==> config.mk <==
export PLATFORM = sky130hd
export DESIGN_NAME = aes_cbc_unchain
export DESIGN_NICKNAME = d
export VERILOG_FILES = /design/src/rtl/aes_pkg.sv /design/src/rtl/aes_blk_fifo.sv /design/src/rtl/aes_cbc_unchain.sv
export SDC_FILE = /design/constraint.sdc
export NUM_CORES = 1
export LEC_CHECK = 0
export BUFFER_PORTS_ARGS = -buffer_cell sky130_fd_sc_hd__buf_2
export CORE_AREA = 2 2 421 256
export CTS_BUF_LIST = sky130_fd_sc_hd__clkbuf_4 sky130_fd_sc_hd__clkbuf_8
export DETAILED_ROUTE_END_ITERATION = 8
export DIE_AREA = 0 0 423 258
export GPL_TIMING_DRIVEN = 0
export PLACE_DENSITY = 0.64
export SYNTH_ARGS = -nofsm -noshare
export SYNTH_HDL_FRONTEND = slang
export SYNTH_HIERARCHICAL = 1
export SYNTH_SLANG_ARGS = --single-unit
==> constraint.sdc <==
create_clock -name clk -period 8.6 [get_ports clk]
set_input_delay 0.86 -clock clk [delete_from_list [all_inputs] [get_ports clk]]
set_output_delay 0.86 -clock clk [all_outputs]
set_load 0.005 [all_outputs]
==> src/rtl/aes_pkg.sv <==
// Shared AES datapath definitions: block/word widths, decryptor latency,
// block/word typedefs and a helper that picks a 32-bit word out of a block.
package aes_pkg;

  localparam int unsigned AES_BLK_W   = 128;
  localparam int unsigned AES_WORD_W  = 32;
  localparam int unsigned AES_DEC_LAT = 3;

  typedef logic [AES_BLK_W-1:0]  aes_blk_t;
  typedef logic [AES_WORD_W-1:0] aes_word_t;

  // Word 0 is the most significant word (bits 127:96).
  function automatic aes_word_t blk_word(aes_blk_t blk, logic [1:0] idx);
    aes_word_t w;
    case (idx)
      2'd0:    w = blk[127:96];
      2'd1:    w = blk[95:64];
      2'd2:    w = blk[63:32];
      default: w = blk[31:0];
    endcase
    return w;
  endfunction

endpackage

==> src/rtl/aes_blk_fifo.sv <==
// Synchronous FIFO of 128-bit blocks with occupancy count.
// Ports:
//   clk_i, rst_i   clock, synchronous active-high reset
//   push_i         write push_data_i (caller guarantees not full)
//   pop_i          drop the head entry (caller guarantees not empty)
//   head_o         current head entry
//   count_o        number of stored entries
// A push and a pop in the same cycle are both honoured.
module aes_blk_fifo
  import aes_pkg::*;
#(
  parameter int unsigned Depth = 4,
  localparam int unsigned CntW = $clog2(Depth + 1)
) (
  input  logic                 clk_i,
  input  logic                 rst_i,
  input  logic                 push_i,
  input  logic [AES_BLK_W-1:0] push_data_i,
  input  logic                 pop_i,
  output logic [AES_BLK_W-1:0] head_o,
  output logic [CntW-1:0]      count_o
);

  localparam int unsigned PtrW = (Depth > 1) ? $clog2(Depth) : 1;

  aes_blk_t            mem_q [Depth];
  logic [PtrW-1:0]     wr_ptr_q, wr_ptr_d;
  logic [PtrW-1:0]     rd_ptr_q, rd_ptr_d;
  logic [CntW-1:0]     count_q, count_d;

  always_comb begin
    wr_ptr_d = wr_ptr_q;
    rd_ptr_d = rd_ptr_q;
    count_d  = count_q;
    if (push_i) begin
      wr_ptr_d = (wr_ptr_q == PtrW'(Depth - 1)) ? '0 : wr_ptr_q + 1'b1;
    end
    if (pop_i) begin
      rd_ptr_d = (rd_ptr_q == PtrW'(Depth - 1)) ? '0 : rd_ptr_q + 1'b1;
    end
    case ({push_i, pop_i})
      2'b10:   count_d = count_q + 1'b1;
      2'b01:   count_d = count_q - 1'b1;
      default: count_d = count_q;
    endcase
  end

  always_ff @(posedge clk_i) begin
    if (rst_i) begin
      wr_ptr_q <= '0;
      rd_ptr_q <= '0;
      count_q  <= '0;
    end else begin
      wr_ptr_q <= wr_ptr_d;
      rd_ptr_q <= rd_ptr_d;
      count_q  <= count_d;
    end
  end

  // Storage needs no reset: entries are only observed while count_q says so.
  always_ff @(posedge clk_i) begin
    if (push_i) begin
      mem_q[wr_ptr_q] <= push_data_i;
    end
  end

  assign head_o  = mem_q[rd_ptr_q];
  assign count_o = count_q;

endmodule

==> src/rtl/aes_cbc_unchain.sv <==
// CBC/ECB unchaining stage behind a fixed-latency AES-128 decrypt pipeline.
// Ports:
//   clk, rst                   clock, synchronous active-high reset
//   iv_load, iv_in             load the chaining register
//   cbc_en                     1 = CBC, 0 = ECB, sampled per accepted block
//   ct_valid, ct_in, ct_ready  ciphertext block handshake
//   dec_in                     ciphertext towards the decryptor (= ct_in)
//   dec_out                    raw plaintext from the decryptor, LAT cycles later
//   pt_valid, pt_data,
//   pt_last, pt_ready          32-bit plaintext word stream, pt_last on word 3
// Each accepted block carries its XOR mask down a LAT-deep delay line so the
// mask meets the matching decryptor output. Input acceptance is credit based:
// a block is only taken if the FIFO has room for it and everything in flight.
module aes_cbc_unchain
  import aes_pkg::*;
#(
  parameter int unsigned LAT   = AES_DEC_LAT,
  parameter int unsigned DEPTH = 4
) (
  input  logic                  clk,
  input  logic                  rst,
  input  logic                  iv_load,
  input  logic [AES_BLK_W-1:0]  iv_in,
  input  logic                  cbc_en,
  input  logic                  ct_valid,
  input  logic [AES_BLK_W-1:0]  ct_in,
  output logic                  ct_ready,
  output logic [AES_BLK_W-1:0]  dec_in,
  input  logic [AES_BLK_W-1:0]  dec_out,
  output logic                  pt_valid,
  output logic [AES_WORD_W-1:0] pt_data,
  output logic                  pt_last,
  input  logic                  pt_ready
);

  localparam int unsigned CntW = $clog2(DEPTH + 1);

  aes_blk_t        chain_q, chain_d;
  logic [LAT-1:0]  dly_vld_q, dly_vld_d;
  aes_blk_t        dly_mask_q [LAT];
  aes_blk_t        dly_mask_d [LAT];
  logic [1:0]      word_q, word_d;

  logic            accept;
  aes_blk_t        mask;
  int unsigned     credits_used;
  logic            fifo_push, fifo_pop, pt_fire;
  aes_blk_t        fifo_wdata, fifo_head;
  logic [CntW-1:0] fifo_count;

  assign dec_in = ct_in;

  always_comb begin
    credits_used = 32'(fifo_count) + 32'($countones(dly_vld_q));
    ct_ready     = !rst && (credits_used < DEPTH);
    accept       = ct_valid && ct_ready;

    // A same-cycle iv_load wins over the stored chain for this block's mask.
    mask = '0;
    if (cbc_en) begin
      mask = iv_load ? iv_in : chain_q;
    end

    chain_d = chain_q;
    if (accept && cbc_en) begin
      chain_d = ct_in;
    end else if (iv_load) begin
      chain_d = iv_in;
    end

    dly_vld_d[0]  = accept;
    dly_mask_d[0] = mask;
    for (int i = 1; i < LAT; i++) begin
      dly_vld_d[i]  = dly_vld_q[i-1];
      dly_mask_d[i] = dly_mask_q[i-1];
    end

    fifo_push  = dly_vld_q[LAT-1];
    fifo_wdata = dec_out ^ dly_mask_q[LAT-1];

    pt_valid = (fifo_count != '0);
    pt_fire  = pt_valid && pt_ready;
    fifo_pop = pt_fire && (word_q == 2'd3);
    word_d   = pt_fire ? word_q + 2'd1 : word_q;
    pt_last  = pt_valid && (word_q == 2'd3);
    pt_data  = pt_valid ? blk_word(fifo_head, word_q) : '0;
  end

  always_ff @(posedge clk) begin
    if (rst) begin
      chain_q   <= '0;
      dly_vld_q <= '0;
      word_q    <= '0;
    end else begin
      chain_q   <= chain_d;
      dly_vld_q <= dly_vld_d;
      word_q    <= word_d;
    end
  end

  // Masks are qualified by dly_vld_q, so they need no reset.
  always_ff @(posedge clk) begin
    dly_mask_q <= dly_mask_d;
  end

  aes_blk_fifo #(
    .Depth(DEPTH)
  ) u_fifo (
    .clk_i      (clk),
    .rst_i      (rst),
    .push_i     (fifo_push),
    .push_data_i(fifo_wdata),
    .pop_i      (fifo_pop),
    .head_o     (fifo_head),
    .count_o    (fifo_count)
  );

endmodule

* After elaboration in Yosys (flattened, before gate mapping)
Memory sizes are Yosys's and may differ from the RTL's. A register that Yosys moved wholly into a read port is not among the register bits.
Index checks and enable logic that the tools add are counted.
** Word-level totals
- Bits in registers :: 524
- Memory bits (writable) :: 512
- Bits of input ports :: 390
- Output and inout port bits :: 163
- Word-level logic and storage cells :: 48
- Memories :: 1
** Cells by class
- Add/subtract/negate cells :: 8
- Order comparisons :: 1
- Equal/unequal tests :: 7
- Mux-type cells :: 11
- Bitwise logic cells :: 1
- Reduce and logical (&&, ||, !) cells :: 10
** Memories
- u_fifo.mem_q :: words 4, bits a word 128, read ports 1, clocked after memory_dff 1, wr ports 1, RTL line aes_blk_fifo.sv:26 : aes_blk_t mem_q [Depth];
** Operators with widths (number)
- $mux W128 :: 2
- $xor A128 B128 Y128 :: 1
- $pmux W32 S3 :: 1
- $mux W32 :: 1
- $eq A2 B2 Y1 const B :: 5
- $mux W2 :: 4
- $add A2 B1 Y2 const B :: 3
- $logic_and A1 B1 Y1 :: 6
- $pmux W3 S2 :: 1
- $add A3 B3 Y4 :: 1
- $eq A2 B1 Y1 const B :: 2
- $lt A4 B3 Y1 const B :: 1
- $add A2 B1 Y3 :: 1
- $add A3 B1 Y3 const B :: 1
- $reduce_bool A3 Y1 :: 1
- $sub A3 B1 Y3 const B :: 1
- $add A1 B1 Y2 :: 1
- $logic_not A2 Y1 :: 1
- $mux W1 :: 2
- $reduce_bool A2 Y1 :: 1
- $logic_not A1 Y1 :: 1

* Logic depth before layout (Yosys ltp)
- Word-level depth :: 8
- Mapped depth :: 9

* Hierarchy
Netlist, hierarchy kept.
** Modules (own cells, without submodules)
- aes_blk_fifo :: times used 1, cells an instance 710, area an instance 18998.2 um2, sequential area each 15554.9 um2
- aes_cbc_unchain :: times used 1, cells an instance 1548, area an instance 18721.7 um2, sequential area each 10349.9 um2

* Worst setup path after synthesis
Ideal clock, no wire load.
- Path type :: register to register
- Start :: reg u_fifo.wr_ptr_q[0]
- End :: mem u_fifo/mem_q[3][0] (netlist bit), enable pin
- Library setup time :: 0.502 ns
- Arrival time :: 3.482 ns
- Required time :: 8.098 ns
- Slack :: 4.616 ns
- Cell stages (with the launch flop) :: 3
- Buffers on the path :: 0
- Period minus slack after synthesis :: 3.984 ns
- Cells stage by stage :: dfxtp_1 > ha_1 > and2_1
** RTL lines
- start, declared :: RTL line aes_blk_fifo.sv:27 : logic [PtrW-1:0] wr_ptr_q, wr_ptr_d;
- start signal, assigned :: RTL line aes_blk_fifo.sv:54 : wr_ptr_q <= wr_ptr_d;
- end, declared :: RTL line aes_blk_fifo.sv:26
No word-level cell before the write port.

==> flow_summary_export.csv <==
group,metric,value,unit
place,dp.cells,4243,
cts,cts_sinks,1038,
cts,postCtsSetupBuffers,0,
setup_path,cpMostUsedCell,"buf_2",
power_and_ir_drop,p_total,10.6,mW
floorplanning,core_area,0.106,mm^2
floorplanning,rows,93,
finish,fill_cells,9632,
setup_path,startpoint_type,"flip-flop",
job,maxCapViolCount,0,
cts,cts_tree,"yes",
place,dpl.hpwl,72000,um
drt,ant_nets,0,
synthesis,syn_inst,2258,
setup_path,rr_startpoint,"u_fifo/count_o[0]$_SDFFE_PP0P_",
global_route,grt_antenna_before_repair,23,
synthesis,synth_nets,2662,
timing,rsz0062_at_grt,"no",
global_route,grt_pass1_vias,21000,
finish,regArea,0.0259,mm^2
setup_path,reg2reg_slack,5.31,ns
power_and_ir_drop,cellPowerDensity,230,mW/mm^2
finish,fin_cells,4546,
global_route,grt_remaining_overflow,0,
timing,min_period,4.67,ns
floorplanning,die_h,258,um
min_path,min_to,"dly_mask_q[87]$_DFF_P_",
setup_path,r2r_end,"chain_q[61]$_SDFF_PP0_",
synthesis,ys_seq_area_frac,0.687,
setup_path,worstPathMaxFanout,10,
timing,finalMaxSlewViolations,0,
floorplanning,die-area,0.109,mm^2
global_route,grt_max_degree,57,
synthesis,ys_warn_count,6,
setup_path,slowest_delay,0.75,ns
run_status,status,"finished clean",
finish,drive_gt1_frac,0.411,
drt,avgViaCountPerCell,4.65,
cts,root_buffer,"clkbuf_8",
timing,setup_tns,0,ns
setup_path,cp_slowest_cell,"clkbuf_1",
synthesis,ys_seq_elements,1038,
floorplanning,die-width,423,um
global_route,grt_pass1_wl,140000,um
power_and_ir_drop,p_leak,17.6,nW
synthesis,syn_area,0.0377,mm^2
cts,cts-buffers-inserted,156,
min_path,hp-class,"flip-flop to flip-flop",
cts,post_cts_resized,0,
setup_path,crit_chain,"clkbuf_1, buf_2, mux4_2, a222oi_1, o21a_1, nor2_1, buf_2",
drt,drtPass1Iterations,5,
drt,wl_per_cell,21.8,um
drt,drtIter0Drc,1613,
finish,nets,3380,
cts,ctsHoldBuffers,0,
cts,path_clk_slew,0.06,ns
timing,tightest_slew,1.41,ns
cts,clockBufferDepth,3,
min_path,worstHoldPathCells,0,
setup_path,crit_required,7.74,ns
place,portBuffers,551,
timing,max_freq,214,MHz
synthesis,syn_area_per_cell,16.7,um^2
power_and_ir_drop,ir_worst_vdd,0.000138,V
cts,clkLatencyLatePin,0.86,ns
place,gp_congestion,0.782,
timing,setup_viol,0,
min_path,hp-start,"dly_mask_d[87]$_DFF_P_",
timing,hold_viol_final,0,
timing,holdWs,0.285,ns
floorplanning,start_util,0.356,
setup_path,rr_worst_depth,9,
timing,slew_headroom,0.0570,
setup_path,endpoint_kind,"output pin",
timing,finalClockSkew,0.0528,ns
synthesis,synth_cell_types,35,
timing,post-route-period-util,0.543,
global_route,grt.total_usage,0.177,
floorplanning,ios,553,
drt,vias,21100,
setup_path,worstPathArrival,3.81,ns
setup_path,crit_type,"flip-flop to output pin",
finish,multiInputGateArea,0.0100,mm^2
drt,wl,99100,um
cts,htree_levels,4,
drt,remaining_drc_errors,0,
finish,syn_to_final_growth,22.0,%
metrics by stage:
stage / cell area (um^2) / util / setup slack (ns)
finish: 46000 / 0.434 / 3.93
global route: 46000 / 0.434 / 3.84
CTS: 46000 / 0.434 / 3.82
detailed placement: 42500 / 0.401 / 4.79
global placement: 42300 / 0.399 / 2.05
floorplan: 37700 / - / 4.62
power breakdown:
| group | total [mW] | leakage (nW) | internal, mW | switching [mW] |
|---|---|---|---|---|
| Combinational | 0.680 | 6.78 | 0.296 | 0.384 |
| Sequential | 5.46 | 8.96 | 5.41 | 0.0504 |
| Clock | 4.41 | 1.84 | 2.46 | 1.95 |
Yosys cell counts:
cell      count  area [um^2]
o21ai_0       1         5.00
inv_1        12         45.0
mux2i_1     132         1320
a221oi_1      8         70.1
o21a_1       32          240
buf_2        27          135
mux4_2      128         2880
a222oi_1     32          320
xor2_1      129         1130
nor4_1        1         6.26
edfxtp_1    512        15400
or3_1         1         6.26
fa_1          2         40.0
buf_1         4         15.0
or3b_4        1         11.3
nand2_1      34          128
nor3b_1       2         15.0
and3b_1       1         8.76
nor2b_1     254         1590
and2_1        6         37.5
mux2_2        1         11.3
and3_1        1         6.26
buf_4       128          961
a21oi_1       3         15.0
o31ai_1       1         7.51
dfxtp_1     526        10500
buf_6        18          203
or4b_1        1         10.0
nor3_1        1         5.00
nor2_1       43          161
a221oi_2    119         1790
xnor2_1       2         17.5
buf_12       10          200
clkbuf_1     73          274
ha_1         12          150
final cells by class:
class,count,share of cell area
diodes,13,0.000707
plain buffers,260,0.0389
clock buffers,243,0.0656
clock inverters,47,0.00985
inverters,12,0.000979
multi-input cells,948,0.217
flip-flops and latches,1038,0.563
well taps,1425,0.0388
repair buffers,560,0.0648
flip-flops by register name (all words and copies together), names as in the netlist, named ones only:
register         flops
u_fifo/wr_ptr_q      2
chain_q            128
word_q               2
dly_mask_d         256
dly_vld_q            3
dly_mask_q         128
u_fifo/rd_ptr_q      2
u_fifo/count_o       3
u_fifo/mem_q       512
how the worst max path moves through the flow:
stage / to / slack [ns] / depth (start not counted)
2_1_floorplan: u_fifo/mem_q[3][0]$_DFFE_PP_ / 4.62 / 2
4_1_cts: pt_data[1] / 3.82 / 7
5_1_grt: pt_data[1] / 3.84 / 7
6_report: pt_data[17] / 3.93 / 7
3_3_place_gp: u_fifo/mem_q[1][71]$_DFFE_PP_ / 2.05 / 2
3_5_place_dp: pt_data[1] / 4.79 / 7
per-layer routing:
layer	vias up	routed length [um]	track usage
met5	-	59	0
met4	10	2450	0.0648
met3	150	5820	0.0379
met2	646	47000	0.282
met1	10600	43800	0.239
li1	9753	-	-
placed cells by master, fill, tap and decap left out, types with 10 or more instances in the layout:
cell / n
buf_2: 578
edfxtp_1: 512
buf_6: 19
nor2_1: 43
ha_1: 12
diode_2: 13
clkinv_1: 10
inv_1: 12
nor2b_1: 254
a221oi_2: 119
nand2_1: 34
buf_4: 128
dfxtp_1: 526
buf_12: 11
mux2i_1: 132
clkbuf_8: 191
o21a_1: 32
xor2_1: 129
clkbuf_1: 73
clkbuf_4: 52
mux4_2: 128
a222oi_1: 32
clkinv_2: 16
logic make-up after synthesis:
| group | after synthesis | synth area share |
|---|---|---|
| adder cells (fa/ha/maj) | 14 | 0.00504 |
| AO/OA/AOI/OAI | 196 | 0.0648 |
| XOR/XNOR | 131 | 0.0304 |
| AND/OR/NAND/NOR | 346 | 0.0526 |
| buffers and inverters | 272 | 0.0486 |
| flip-flops | 1038 | 0.687 |
| multiplexers | 261 | 0.112 |
critical path, delay by kind of cell, from the launching register on:
kind	cells	cell delay, ns
AND/OR/NAND/NOR	1	0.04
flip-flops	1	0.32
AO/OA/AOI/OAI	2	0.86
buffers and inverters	3	1.36
multiplexers	1	0.36
Note: power is estimated with default switching activity, not from simulation.
